===== config.mk =====
export PLATFORM = sky130hd
export DESIGN_NAME = spi_rx_fifo
export DESIGN_NICKNAME = d
export VERILOG_FILES = /design/src/rtl/spi_rx_fifo.sv
export SDC_FILE = /design/constraint.sdc
export NUM_CORES = 1
export LEC_CHECK = 0
export ABC_AREA = 0
export CAP_MARGIN = 20
export CORE_MARGIN = 8
export CORE_UTILIZATION = 50
export CTS_CLUSTER_DIAMETER = 30
export CTS_CLUSTER_SIZE = 28
export DETAILED_ROUTE_END_ITERATION = 7
export PLACE_DENSITY = 0.71
export SKIP_CTS_REPAIR_TIMING = 1
export SLEW_MARGIN = 40
export SYNTH_ARGS = -nofsm -noshare
export SYNTH_HDL_FRONTEND = slang
export SYNTH_SLANG_ARGS = --single-unit

===== constraint.sdc =====
create_clock -name clk -period 2.8 [get_ports clk]
set_clock_uncertainty 0.05 [all_clocks]
set_input_delay 0.56 -clock clk [delete_from_list [all_inputs] [get_ports clk]]
set_output_delay 0.56 -clock clk [all_outputs]
set_load 0.01 [all_outputs]

===== src/rtl/spi_rx_fifo.sv =====
// SPI peripheral receiver: oversampled sck/sdi/cs, WIDTH-bit deserialiser in any SPI mode,
// feeding a first-word-fall-through FIFO with a valid/ready read port.
module spi_rx_fifo #(
    parameter int WIDTH          = 8,
    parameter int DEPTH          = 4,
    parameter int CPOL           = 0,
    parameter int CPHA           = 0,
    parameter int CS_ACTIVE_HIGH = 1,
    parameter int MSB_FIRST      = 1
) (
    input  logic                       clk,
    input  logic                       reset_n,
    input  logic                       sck,
    input  logic                       sdi,
    input  logic                       cs,
    output logic [WIDTH-1:0]           rd_data,
    output logic                       rd_valid,
    input  logic                       rd_ready,
    output logic [$clog2(DEPTH+1)-1:0] count,
    output logic                       busy,
    output logic                       frame_err,
    output logic                       overflow,
    input  logic                       clr_ovf
);
    localparam int AW = $clog2(DEPTH);
    localparam int CW = $clog2(DEPTH+1);
    localparam int BW = $clog2(WIDTH);
    localparam logic SCK_IDLE    = (CPOL != 0);
    localparam logic CS_IDLE     = (CS_ACTIVE_HIGH == 0);
    localparam logic SAMPLE_RISE = ((CPOL != 0) == (CPHA != 0));
    localparam logic [BW-1:0] LAST_BIT = BW'(WIDTH-1);
    localparam logic [CW-1:0] FULL_CNT = CW'(DEPTH);

    typedef enum logic {IDLE, ACTIVE} state_t;

    logic sck_p0, sck_p1, sck_d;
    logic sdi_p0, sdi_p1;
    logic cs_p0, cs_p1;

    state_t           state;
    logic [BW-1:0]    bit_cnt;
    logic [WIDTH-2:0] shift_q;
    logic [WIDTH-1:0] shift_nxt;

    logic [WIDTH-1:0] mem [DEPTH];
    logic [AW-1:0]    wptr, rptr;
    logic             sample_edge, cs_act, push, pop, full, wr_en;

    // ---- stage p0/p1: two-flop synchronisers, sck_d for edge detection ----
    always_ff @(posedge clk) begin
        if (!reset_n) begin
            sck_p0 <= SCK_IDLE;
            sck_p1 <= SCK_IDLE;
            sck_d  <= SCK_IDLE;
            sdi_p0 <= 1'b0;
            sdi_p1 <= 1'b0;
            cs_p0  <= CS_IDLE;
            cs_p1  <= CS_IDLE;
        end else begin
            sck_p0 <= sck;
            sck_p1 <= sck_p0;
            sck_d  <= sck_p1;
            sdi_p0 <= sdi;
            sdi_p1 <= sdi_p0;
            cs_p0  <= cs;
            cs_p1  <= cs_p0;
        end
    end

    assign sample_edge = SAMPLE_RISE ? (sck_p1 & ~sck_d) : (~sck_p1 & sck_d);
    assign cs_act      = cs_p1 ^ CS_IDLE;

    // Only the WIDTH-1 earlier bits are kept; the incoming bit completes the word.
    assign shift_nxt = (MSB_FIRST != 0) ? {shift_q, sdi_p1} : {sdi_p1, shift_q};

    // A release takes priority over a coincident sample edge.
    assign push = (state == ACTIVE) && cs_act && sample_edge && (bit_cnt == LAST_BIT);

    // ---- stage p2: frame FSM and deserialiser ----
    always_ff @(posedge clk) begin
        if (!reset_n) begin
            state     <= IDLE;
            busy      <= 1'b0;
            frame_err <= 1'b0;
            bit_cnt   <= '0;
            shift_q   <= '0;
        end else begin
            frame_err <= 1'b0;
            if (state == IDLE) begin
                bit_cnt <= '0;
                if (cs_act) begin
                    state <= ACTIVE;
                    busy  <= 1'b1;
                end
            end else if (!cs_act) begin
                state     <= IDLE;
                busy      <= 1'b0;
                frame_err <= (bit_cnt != '0);
                bit_cnt   <= '0;
                shift_q   <= '0;
            end else if (sample_edge) begin
                shift_q <= (MSB_FIRST != 0) ? shift_nxt[WIDTH-2:0] : shift_nxt[WIDTH-1:1];
                bit_cnt <= (bit_cnt == LAST_BIT) ? '0 : bit_cnt + BW'(1);
            end
        end
    end

    assign full     = (count == FULL_CNT);
    assign rd_valid = (count != '0);
    assign pop      = rd_valid & rd_ready;
    // When full, a word is accepted only if the head leaves in the same cycle.
    assign wr_en    = push & (~full | pop);
    assign rd_data  = rd_valid ? mem[rptr] : '0;

    always_ff @(posedge clk) begin
        if (reset_n && wr_en)
            mem[wptr] <= shift_nxt;
    end

    always_ff @(posedge clk) begin
        if (!reset_n) begin
            wptr     <= '0;
            rptr     <= '0;
            count    <= '0;
            overflow <= 1'b0;
        end else begin
            if (wr_en)
                wptr <= wptr + AW'(1);
            if (pop)
                rptr <= rptr + AW'(1);
            count <= count + CW'(wr_en) - CW'(pop);
            if (push && full && !pop)
                overflow <= 1'b1;
            else if (clr_ovf)
                overflow <= 1'b0;
        end
    end
endmodule


==> run_results.csv <==
group,metric,value,unit
worst_setup_path,crit_path_end_kind,"primary output",
logic_synthesis,syn-instance-count,193,
die,start_util,52.3,%
placed_design,place_hpwl,3.17,mm
die,die_x,86.8,um
drt,drt_first_iter_violations,134,
logic_synthesis,ys_ff_latch,62,
placed_design,dpl_worst_slack,-0.297,ns
power,p_sw,564,uW
finish,seq_area,0.00156,mm^2
logic_synthesis,synth.most_common_cell,"edfxtp_1",
finish,n_antenna_cell,0,
finish,fill_cells,376,
logic_synthesis,synth_flop_cell,"edfxtp_1",
sta,finalMaxSlewViolations,0,
drt,drcViolationCount,0,
worst_hold_path,min_path_type,"flop to flop",
logic_synthesis,yosysUniqueCellTypes,32,
sta,tightest_slew,0.466,ns
worst_setup_path,crit_type,"flop to primary output",
logic_synthesis,syn_nets,211,
clocking,cts_root_buf,"clkbuf_8",
power,seq_power_share,47.8,%
power,power_leakage,1.07,nW
grt,grt_max_degree,16,
grt,first_global_vias,1593,
drt,wirelength,4.51,mm
worst_setup_path,crit_required,2.19,ns
sta,rsz0062_at_grt,"no",
die,rows,25,
finish,area_delta_synth_final,18.9,%
placed_design,place.gp.congestion,0.773,
sta,period_needed,2.58,ns
clocking,cts-htree-levels,3,
finish,num-nets-final,241,
finish,fin_area,0.00298,mm^2
clocking,cts_buffer_depth,2,
power,vdd_ir_drop_max,0.334,mV
power,power,2.14,mW
die,core-area,0.00479,mm^2
logic_synthesis,yosys-top-cells-count,"edfxtp_1, dfxtp_1, nand2_1",
logic_synthesis,ys_seq_area_share,62.4,%
logic_synthesis,netlist_area,0.00250,mm^2
logic_synthesis,syn_avg_cell_area,13.0,um^2
clocking,numCtsBuffers,9,
logic_synthesis,yosys.area.top_type,"edfxtp_1",
logic_synthesis,ys_warn_count,0,
sta,period_share,92.3,%
sta,slew_headroom,68.9,%
finish,fin_util,62.2,%
clocking,worstSkewPairLatency,0.33,ns
power,p_clk_share,29.2,%
sta,setup_violations,0,
die,io_pins,22,
logic_synthesis,yosys-top-cells-area,"edfxtp_1, dfxtp_1, mux4_2",
placed_design,portBuffers,21,
placed_design,postPlaceCellArea,0.00282,mm^2
power,power_density,720,mW/mm^2
worst_setup_path,crit_arrival,1.97,ns
drt,routed_via_density,5.13,
grt,antenna_found_initial,0,
sta,tns,0,ns
outcome,status,"finished clean",
die,die_area,0.00753,mm^2
clocking,clock_sinks,62,
logic_synthesis,synth_top_area_share,38.4,%
drt,ant_nets,0,
logic_synthesis,synth_edf_count,32,
power,combPwrFrac,23.0,%
clocking,cts_tree,"yes",
drt,dr.pass1.iters,5,
clocking,clk_pin_slew,0.06,ns
logic_synthesis,postSynth.asyncResetShare,0,%
die,die_y,86.8,um
flow_run,drv_cap,0,
sta,setup_ws,0.217,ns
finish,drive_above_1_share,14.0,%
sta,clock.fmax,0.387,GHz
power,power.internal,1.58,mW
drt,vias,1514,
worst_setup_path,crit_fanout,8,
grt,grt_pass1_wl,7.49,mm
power,p_sw_share,26.3,%
drt,wl_per_cell,15.3,um
finish,multiInputGateArea,868,um^2
sta,hold_viol,0,
grt,gr-total-overflow,0,
worst_setup_path,startpoint_type,"flop",
grt,grt_usage,12.9,%
[critical path, cell delays in order, from the launching register on]
cell,delay [ns]
dfxtp_1,0.30
buf_4,0.20
mux4_2,0.52
nor2b_1,0.14
clkdlybuf4s50_1,0.48
[through the flow]
step / hold WS, ns / instances
3_3_place_gp: 0.373 / 279
5_1_grt: 0.416 / 295
3_5_place_dp: 0.377 / 279
6_report: 0.391 / 295
2_1_floorplan: 0.362 / 193
4_1_cts: 0.393 / 295
[routing by layer]
metal,track usage [%],routed length [um],vias up
li1,-,-,742
met1,14.2,2040,731
met2,22.1,2230,35
met3,3.88,199,6
met4,6.57,42,0
met5,0,0,-
[power groups by stage]
stage | clock network, mW | registers (mW) | logic, mW
after floorplan | 0 | 1.04 | 0.272
after global placement | 0 | 1.04 | 0.483
after detailed placement | 0 | 1.04 | 0.500
after CTS | 0.641 | 1.02 | 0.501
after global routing | 0.680 | 1.03 | 0.546
final | 0.626 | 1.02 | 0.493
[worst paths after layout]
kind / start / to / slack, ns / depth (start not counted)
worst min-delay path: cs_p0 / cs_act / 0.39 / 1
worst max-delay path: flop / rd_data[7] / 0.22 / 4
worst max register to register: bit_cnt[0] / count[2] / 0.27 / 12
worst min register to register: cs_p0 / cs_act / 0.39 / 1
[final cells by class]
type | instances | share of cell area, %
Clock buffer | 13 | 4.67
Clock inverter | 3 | 0.462
Inverter | 10 | 1.26
Multi-Input combinational cell | 111 | 29.2
Sequential cell | 62 | 52.5
Tap cell | 67 | 2.82
Timing Repair Buffer | 29 | 9.16
[cell families after synthesis]
logic type | Yosys count | synth area share (%)
buffers and inverters | 20 | 3.10
AOI/OAI and AO/OA | 17 | 4.00
and+or+nand+nor | 70 | 15.6
adders and majority gates | 11 | 5.80
xor gates and xnor gates | 2 | 0.700
muxes | 11 | 8.40
DFF | 62 | 62.4
[cell usage in the layout, fill, tap and decap left out, types with 7 or more instances in the layout]
cell type and count:
inv_1 9, dfxtp_1 30, edfxtp_1 32, nor2b_1 12
mux4_2 8, nand3_1 7, and2_1 11, buf_4 8
ha_1 10, clkdlybuf4s50_1 20, clkbuf_8 9, nand2_1 18
[flip-flops by register name (all words and copies together) (netlist names), 2 cells and up, named ones only]
signal,count
count,3
shift_q,7
bit_cnt,3
wptr,2
mem,32
rptr,2
Power figures use the tool's default switching activity.
